[src/rtl/floppy_bus_pkg.sv]
// Shared register-map constants for the floppy bus port.
package floppy_bus_pkg;

  // Register offsets inside the 4-byte window
  typedef enum logic [1:0] {
    REG_DATA   = 2'd0,
    REG_STATUS = 2'd1,
    REG_CTRL   = 2'd2,
    REG_COUNT  = 2'd3
  } reg_offset_e;

  // STATUS bit positions
  localparam int ST_RX_EMPTY   = 0;
  localparam int ST_RX_FULL    = 1;
  localparam int ST_TX_EMPTY   = 2;
  localparam int ST_TX_FULL    = 3;
  localparam int ST_RX_OVERRUN = 4;
  localparam int ST_IRQ_ACTIVE = 7;

  // CTRL bit positions
  localparam int CTRL_RX_IRQ_EN = 0;
  localparam int CTRL_TX_IRQ_EN = 1;
  localparam int CTRL_OVR_CLEAR = 7;

endpackage

[src/rtl/byte_fifo.sv]
// Byte-wide synchronous FIFO with first-word-fall-through output.
// A pop on an empty FIFO is ignored; a push on a full FIFO is accepted only
// when a pop happens in the same cycle.
module byte_fifo #(
  parameter int DEPTH = 16
) (
  input  logic                   clk,
  input  logic                   rst,
  input  logic                   push,
  input  logic [7:0]             din,
  input  logic                   pop,
  output logic [7:0]             dout,
  output logic                   empty,
  output logic                   full,
  output logic [$clog2(DEPTH):0] count
);

  localparam int AW = $clog2(DEPTH);
  localparam int CW = AW + 1;

  logic [7:0]    mem [DEPTH];
  logic [AW-1:0] wr_ptr;
  logic [AW-1:0] rd_ptr;
  logic          do_push;
  logic          do_pop;

  assign empty   = (count == '0);
  assign full    = (count == CW'(DEPTH));
  assign do_pop  = pop & ~empty;
  assign do_push = push & (~full | do_pop);
  assign dout    = mem[rd_ptr];

  // Pointer and fill-level bookkeeping; pointers wrap naturally at DEPTH
  always_ff @(posedge clk) begin
    if (rst) begin
      wr_ptr <= '0;
      rd_ptr <= '0;
      count  <= '0;
    end else begin
      // NOTE: all state in clocked blocks uses <= so every register samples pre-edge values.
      if (do_push) wr_ptr <= wr_ptr + AW'(1);
      if (do_pop)  rd_ptr <= rd_ptr + AW'(1);
      case ({do_push, do_pop})
        2'b10:   count <= count + CW'(1);
        2'b01:   count <= count - CW'(1);
        default: count <= count;
      endcase
    end
  end

  // Byte storage
  // NOTE: storage is deliberately not reset; emptiness comes from the pointers, so this maps onto plain RAM.
  always_ff @(posedge clk) begin
    if (do_push) mem[wr_ptr] <= din;
  end

endmodule

[src/rtl/floppy_bus_port.sv]
// 6502 bus responder exposing a 4-byte register window that bridges the CPU
// to the floppy RX/TX byte streams and drives the active-low CPU interrupt.
module floppy_bus_port
  import floppy_bus_pkg::*;
#(
  parameter logic [15:0] BASE_ADDR  = 16'hC000,
  parameter int          FIFO_DEPTH = 16
) (
  input  logic        clk,
  input  logic        rst,
  input  logic [15:0] address,
  input  logic [7:0]  data_wr,
  input  logic        rw,
  output logic [7:0]  data_rd,
  output logic        sel,
  output logic        irqn,
  input  logic        rx_valid,
  input  logic [7:0]  rx_data,
  output logic        tx_valid,
  output logic [7:0]  tx_data,
  input  logic        tx_ready
);

  localparam int CW = $clog2(FIFO_DEPTH) + 1;

  logic          hit;
  logic          rd;
  logic          wr;
  reg_offset_e   offset;

  logic          rx_pop;
  logic          tx_push;
  logic [7:0]    rx_dout;
  logic          rx_empty;
  logic          rx_full;
  logic [CW-1:0] rx_count;
  logic          tx_empty;
  logic          tx_full;
  // TX fill level is not exposed on the register map
  logic [CW-1:0] tx_count_unused;

  logic [1:0]    ctrl;
  logic          rx_overrun;
  logic          ovr_set;
  logic          ovr_clr;
  logic          irq_active;
  logic [7:0]    status;
  logic [7:0]    rd_value;

  // Address decode: one access per decoded cycle, no edge detection needed
  assign hit    = (address[15:2] == BASE_ADDR[15:2]);
  assign rd     = hit & rw;
  assign wr     = hit & ~rw;
  assign offset = reg_offset_e'(address[1:0]);

  assign rx_pop  = rd & (offset == REG_DATA);
  assign tx_push = wr & (offset == REG_DATA);

  byte_fifo #(.DEPTH(FIFO_DEPTH)) u_rx_fifo (
    .clk   (clk),
    .rst   (rst),
    .push  (rx_valid),
    .din   (rx_data),
    .pop   (rx_pop),
    .dout  (rx_dout),
    .empty (rx_empty),
    .full  (rx_full),
    .count (rx_count)
  );

  byte_fifo #(.DEPTH(FIFO_DEPTH)) u_tx_fifo (
    .clk   (clk),
    .rst   (rst),
    .push  (tx_push),
    .din   (data_wr),
    .pop   (tx_ready),
    .dout  (tx_data),
    .empty (tx_empty),
    .full  (tx_full),
    .count (tx_count_unused)
  );

  assign tx_valid = ~tx_empty;

  // A push into a full RX FIFO is lost unless a CPU pop frees a slot this cycle
  assign ovr_set = rx_valid & rx_full & ~rx_pop;
  assign ovr_clr = wr & (offset == REG_CTRL) & data_wr[CTRL_OVR_CLEAR];

  assign irq_active = (ctrl[CTRL_RX_IRQ_EN] & ~rx_empty)
                    | (ctrl[CTRL_TX_IRQ_EN] &  tx_empty)
                    | rx_overrun;

  // CTRL enables and sticky overrun flag; a new overrun wins over a same-cycle clear
  always_ff @(posedge clk) begin
    if (rst) begin
      ctrl       <= '0;
      rx_overrun <= 1'b0;
    end else begin
      if (wr && offset == REG_CTRL) begin
        ctrl <= data_wr[1:0];
      end
      if (ovr_set) begin
        rx_overrun <= 1'b1;
      end else if (ovr_clr) begin
        rx_overrun <= 1'b0;
      end
    end
  end

  // STATUS word assembled from live flags
  always_comb begin
    // NOTE: every always_comb output gets a default first so no path leaves it unassigned (no latch).
    status                = 8'h00;
    status[ST_RX_EMPTY]   = rx_empty;
    status[ST_RX_FULL]    = rx_full;
    status[ST_TX_EMPTY]   = tx_empty;
    status[ST_TX_FULL]    = tx_full;
    status[ST_RX_OVERRUN] = rx_overrun;
    status[ST_IRQ_ACTIVE] = irq_active;
  end

  // Read mux: DATA returns the pre-pop head, or zero when RX is empty
  always_comb begin
    rd_value = 8'h00;
    case (offset)
      REG_DATA:   rd_value = rx_empty ? 8'h00 : rx_dout;
      REG_STATUS: rd_value = status;
      REG_CTRL:   rd_value = {6'b0, ctrl};
      REG_COUNT:  rd_value = 8'(rx_count);
      default:    rd_value = 8'h00;
    endcase
  end

  // Registered bus outputs and interrupt line
  always_ff @(posedge clk) begin
    if (rst) begin
      data_rd <= 8'h00;
      sel     <= 1'b0;
      irqn    <= 1'b1;
    end else begin
      data_rd <= rd ? rd_value : 8'h00;
      sel     <= rd;
      irqn    <= ~irq_active;
    end
  end

endmodule

[config.mk]
export PLATFORM = sky130hd
export DESIGN_NAME = floppy_bus_port
export DESIGN_NICKNAME = d
export VERILOG_FILES = /design/src/rtl/floppy_bus_pkg.sv /design/src/rtl/byte_fifo.sv /design/src/rtl/floppy_bus_port.sv
export SDC_FILE = /design/constraint.sdc
export NUM_CORES = 1
export LEC_CHECK = 0
export CAP_MARGIN = 30
export CORE_MARGIN = 2
export CORE_UTILIZATION = 60
export DETAILED_ROUTE_END_ITERATION = 16
export PLACE_DENSITY = 0.8
export SYNTH_ARGS = -nofsm -noshare
export SYNTH_HDL_FRONTEND = slang
export SYNTH_HIERARCHICAL = 1
export SYNTH_SLANG_ARGS = --single-unit
[constraint.sdc]
create_clock -name clk -period 3.2 [get_ports clk]
set_input_delay 0.32 -clock clk [delete_from_list [all_inputs] [get_ports clk]]
set_output_delay 0.32 -clock clk [all_outputs]
set_load 0.01 [all_outputs]
# Word level (Yosys, flattened, before mapping)
# Memory sizes are Yosys's and may differ from the RTL's. A register that Yosys moved wholly into a read port is not among the register bits.
# Index checks and enable logic that the tools add are counted.
[classes]
eq_ne = 10
add_sub_neg = 8
n_reduce_logical = 8
mux = 14
n_bitwise = 26
[ops]
columns = ["operator", "n"]
rows = [
  ["8-bit one-hot mux with 4 select lines", 1],
  ["5-bit one-hot mux with 2 select lines", 2],
  ["4-bit by 1-bit adder with 4-bit output (second input constant)", 4],
  ["4-bit 2-to-1 mux", 4],
  ["1-bit AND", 14],
  ["14-bit equality test (second input constant)", 1],
  ["5-bit by 1-bit adder with 5-bit output (second input constant)", 2],
  ["5-bit equality test (second input constant)", 2],
  ["5-bit zero test", 2],
  ["5-bit by 1-bit subtractor with 5-bit output (second input constant)", 2],
  ["2-bit equality test (second input constant)", 4],
  ["8-bit 2-to-1 mux", 1],
  ["1-bit inverter", 8],
  ["2-bit by 1-bit equality test with 1-bit output (second input constant)", 3],
  ["1-bit 2-to-1 mux", 6],
  ["2-bit nonzero test", 3],
  ["1-bit bitwise OR", 4],
  ["2-bit zero test", 1],
  ["2-bit OR reduction", 1],
  ["1-bit logical AND", 1],
]
[totals]
mem_count = 2
ff_bits = 39
input_bits = 37
ramBits = 256
out_inout_bits = 19
[mem_list]
columns = ["name", "depth", "width", "read_ports", "rd_ports_with_merged_regs", "write_ports", "line", "source"]
rows = [
  ["u_rx_fifo.mem", 16, 8, 1, 1, 1, "byte_fifo.sv:21", "logic [7:0] mem [DEPTH];"],
  ["u_tx_fifo.mem", 16, 8, 1, 1, 1, "byte_fifo.sv:21", ""],
]

# Logic depth before layout (Yosys ltp)
[logic_depth]
ltp_word = 8
mapped_depth = 12

# Hierarchy
# Netlist, hierarchy kept.
[by_module_without_submodules]
columns = ["mod", "cells_per_inst", "instances", "area_each_um2", "seq_area_each_um2"]
rows = [
  ["byte_fifo", 325, 2, 5866.9, 4184.0],
  ["floppy_bus_port", 73, 1, 689.4, 260.2],
]

# Worst setup path after synthesis
# OpenSTA, ideal clock, no wires.
[synth_timing]
path_kind = "in2reg"
from = "input port address[6]"
to = "register u_rx_fifo.count[4]"
path_stages = 10
required_ns = 3.066
t_arrival_ns = 2.807
setup_ns = 0.134
path_slack_ns = 0.259
path_buffers = 0
cell_sequence = "nor4_4 > nand4_4 > nor3_2 > nor2b_1 > o21ai_2 > fa_1 > nand2b_1 > o2bb2ai_1 > mux2i_1 > or4_1"
[synth_via]
elab_chain_cells = 8
word_cells_on_any_way = 10
cone_classes = "3 x eq/ne; 1 x mux; 5 x bitwise; 1 x reduce/logical"
[synth_lines]
columns = ["element", "line", "source"]
rows = [
  ["start, declared", "floppy_bus_port.sv:11", "input logic [15:0] address,"],
  ["14-bit equality test (*)", "floppy_bus_port.sv:51", "assign hit = (address[15:2] == BASE_ADDR[15:2]);"],
  ["1-bit AND (*)", "floppy_bus_port.sv:52", "assign rd = hit & rw;"],
  ["1-bit AND (*)", "floppy_bus_port.sv:56", "assign rx_pop = rd & (offset == REG_DATA);"],
  ["named net rx_pop", "floppy_bus_port.sv:31", "logic rx_pop;"],
  ["1-bit AND (*)", "byte_fifo.sv:29", "assign do_pop = pop & ~empty;"],
  ["1-bit bitwise OR", "byte_fifo.sv:30", "assign do_push = push & (~full | do_pop);"],
  ["1-bit AND", "byte_fifo.sv:30", ""],
  ["2-bit by 1-bit equality test with 1-bit output / 2-bit equality test (equally long branches)", "byte_fifo.sv:43", "case ({do_push, do_pop})"],
  ["5-bit one-hot mux with 2 select lines / 2-bit nonzero test (equally long branches)", "--", ""],
  ["end signal, assigned", "byte_fifo.sv:44", "2'b10: count <= count + CW'(1);"],
  ["end signal, assigned", "byte_fifo.sv:45", "2'b01: count <= count - CW'(1);"],
  ["end signal, assigned", "byte_fifo.sv:46", "default: count <= count;"],
  ["end, declared", "byte_fifo.sv:15", "output logic [$clog2(DEPTH):0] count"],
]
# The timed path passes the listed nets; every way through them passes the cells marked *.
# A chain may end at the register's enable or synchronous reset.

==> out/metrics.yaml <==
finish:
  fill_cells: 1251
  fin_cells: 1103
  antenna_cells: 0
  fin_nets: 866
  area_delta_synth_final_pct: 16.49
  drive_above_1_share_pct: 20.41
placed_design:
  pre_cts_slack_ps: -88.31
  hpwl_microns: 16500
  gp_congestion: 0.8325
  io_buffers: 55
  place_inst: 1049
yosys:
  netlist_top_cells_area: "edfxtp_1 62%, mux4_2 12%, dfxtp_1 7.6%"
  synth_common_cells: "256 x edfxtp_1, 64 x mux4_2, 47 x dfxtp_1, 36 x nor2_1, 35 x a22oi_1"
  ys_seq_area_share_pct: 69.45
  yosys_warnings: 6
  synth_top_cell_by_area: "edfxtp_1"
  yosysMostFrequentCell: "edfxtp_1"
  ys_ff_latch: 303
  ys.flop_type: "edfxtp_1"
  synthArstFlopShare_pct: 0
  synth_edf_count: 256
  syn_area_per_cell_sq_um: 17.18
  yosysUniqueCellTypes: 54
  syn_inst: 723
  netlist.area_leader.share_pct: 61.88
  synth.cell_area_sq_um: 12420
  syn_nets: 778
sta:
  rsz0062_at_grt: "false"
  finClkSkew_ps: 14.58
  finalCritPeriodShare_pct: 92.00
  layout_setup_ws_ps: 256.1
  relSlewSlack_pct: 53.19
  fin_hold_ws_ps: 517.1
  maxSlewViolCount: 0
  max_freq_mhz: 339.7
  setup_viol: 0
  worst_slew_pin_slew_ps: 699.9
  min_period_ps: 2944
  tns_ps: 0
  hold_violations: 0
floorplanning:
  start_util_pct: 61.20
  dieArea_sq_um: 21870
  core-area_sq_um: 20300
  pin_count: 56
  chipWidth_microns: 147.9
  rows: 52
  die_y_microns: 147.9
clock_tree:
  cts_buffers: 30
  cts_root_buffer: "clkbuf_16"
  hold_buffers: 0
  clk_pin_slew_ps: 60
  tritoncts: "yes"
  postCtsSetupBuffers: 0
  cts.path.max_buffers: 3
  cts_resized: 0
  clk_latency_ps: 550
  clock_sinks: 303
  cts-htree-levels: 1
global_routing:
  grt_pass1_wl_microns: 40520
  busiest_layer: "met2"
  grt_pass1_vias: 7302
  met2_usage_pct: 45.74
  grt_max_degree: 33
  grt_use_total_pct: 24.46
  grt.met3_usage_pct: 3.488
  grt_overflow: 0
  antenna_found_initial: 0
  use_met1_pct: 29.17
pwr:
  p_clk_share_pct: 37.7
  power.density_nw_per_um2: 650.5
  p_int_uw: 7184
  power.leakage_uw: 0.004846
  pwr-share-seq_pct: 47.1
  combPwrFrac_pct: 15.2
  switchingPower_uw: 2230
  power_uw: 9414
  vdd_drop_max_uv: 466.0
  p_sw_share_pct: 23.68
critical_path:
  worstSetupEndpointType: "output port"
  worstPathRequired_ps: 2880
  crit_type: "reg2out"
  cp-start-kind: "flop"
  arrival_ps: 2620
  cp_max_fo: 32
drt:
  vias: 6810
  avgRoutedWirePerCell_microns: 23.36
  dr.pass1.iters: 5
  ant_nets: 0
  drc: 0
  drt_iter0_drc: 495
  finalWirelength_microns: 25770
  viasPerCell: 6.174
run:
  max_cap_violations: 0
worst_hold_path:
  min_path_type: "reg2reg"
status:
  status: "completed"
[layout make-up]
cell class	count	area (sq um)	share of cell area (%)
multi-input combinational	353	3518	24.31
timing repair buffer	92	865.8	5.983
sequential	303	8631	59.64
clock inverter	22	222.7	1.539
clock buffer	32	779.5	5.386
inverter	31	116.4	0.8041
tap	270	337.8	2.334
[per-stage QoR]
step                area, sq um  util [%]
finish                    14470     71.29
detailed placement        13470     66.35
CTS                       14470     71.29
global route              14470     71.29
global placement          13470     66.35
floorplan                 12420         -
[placed cells by master, fill, tap and decap left out, types with 4 or more instances in the layout]
master | synthesis | layout
edfxtp_1 | 256 | 256
mux4_2 | 64 | 64
clkdlybuf4s50_1 | 0 | 55
dfxtp_1 | 47 | 45
nor2_1 | 36 | 36
a22oi_1 | 35 | 35
buf_4 | 0 | 34
clkbuf_16 | 0 | 31
inv_1 | 29 | 29
nand2_1 | 19 | 19
ha_1 | 16 | 16
and2_1 | 14 | 14
nor4_1 | 13 | 13
nand3_1 | 13 | 13
nand2b_1 | 12 | 12
o21ai_0 | 10 | 10
mux2i_1 | 10 | 10
clkinv_1 | 0 | 10
nor3b_1 | 8 | 8
nor3_1 | 8 | 8
and3_1 | 8 | 8
o21a_1 | 8 | 8
nor2b_1 | 7 | 7
clkinv_2 | 0 | 7
o2111ai_1 | 6 | 6
xor2_1 | 6 | 6
bufinv_16 | 0 | 5
a21oi_1 | 4 | 4
o21ai_2 | 4 | 4
o41ai_1 | 4 | 4
o211ai_1 | 4 | 4
or2_2 | 4 | 4
[sequential cells by signal (all words and copies together) (netlist names), 2 cells and up, named ones only]
name and cells:
ctrl 2, data_rd 8, u_rx_fifo/count 5, u_rx_fifo/mem 128, u_rx_fifo/rd_ptr 4, u_rx_fifo/wr_ptr 4, u_tx_fifo/count 5, u_tx_fifo/mem 128
u_tx_fifo/rd_ptr 4, u_tx_fifo/wr_ptr 4
[power by group through the flow]
stage                     combinational [uW]  clock [uW]  sequential [uW]
after floorplan                         1010           0             4480
after global placement                  1360           0             4510
after detailed placement                1430           0             4520
after CTS                               1440        3610             4440
after global routing                    1560        3760             4450
final                                   1430        3540             4440
[layer usage]
metal  share of wire, %  wire [microns]
met4                3.1             788
met2                 55           14290
met1                 37            9494
met5                  0               0
met3                4.6            1193
[logic make-up after synthesis]
| family | Yosys count | share of synthesized area [%] |
|---|---|---|
| simple gates | 158 | 7.423 |
| flops | 303 | 69.45 |
| buf+inv | 67 | 2.226 |
| fa+ha+maj | 18 | 1.934 |
| mux | 74 | 12.41 |
| xor+xnor | 8 | 0.5640 |
| compound gates | 95 | 5.993 |
[critical path, cell delays in order, from the launching register on]
cell and delay (ps):
dfxtp_2 340, buf_12 250, mux4_2 560, a22oi_1 270, nand2_1 150, clkdlybuf4s50_1 500
[worst paths after layout]
kind                                          from                  to  slack, ps  cells after the start
worst min register to register  u_tx_fifo/count[3]  u_tx_fifo/count[3]        520                      2
worst max register to register  u_rx_fifo/count[0]  u_rx_fifo/count[4]        500                      7
worst max-delay path                          flop          tx_data[1]        260                      5
worst min-delay path            u_tx_fifo/count[3]  u_tx_fifo/count[3]        520                      2
No activity file was read; power rests on OpenSTA's default activity.
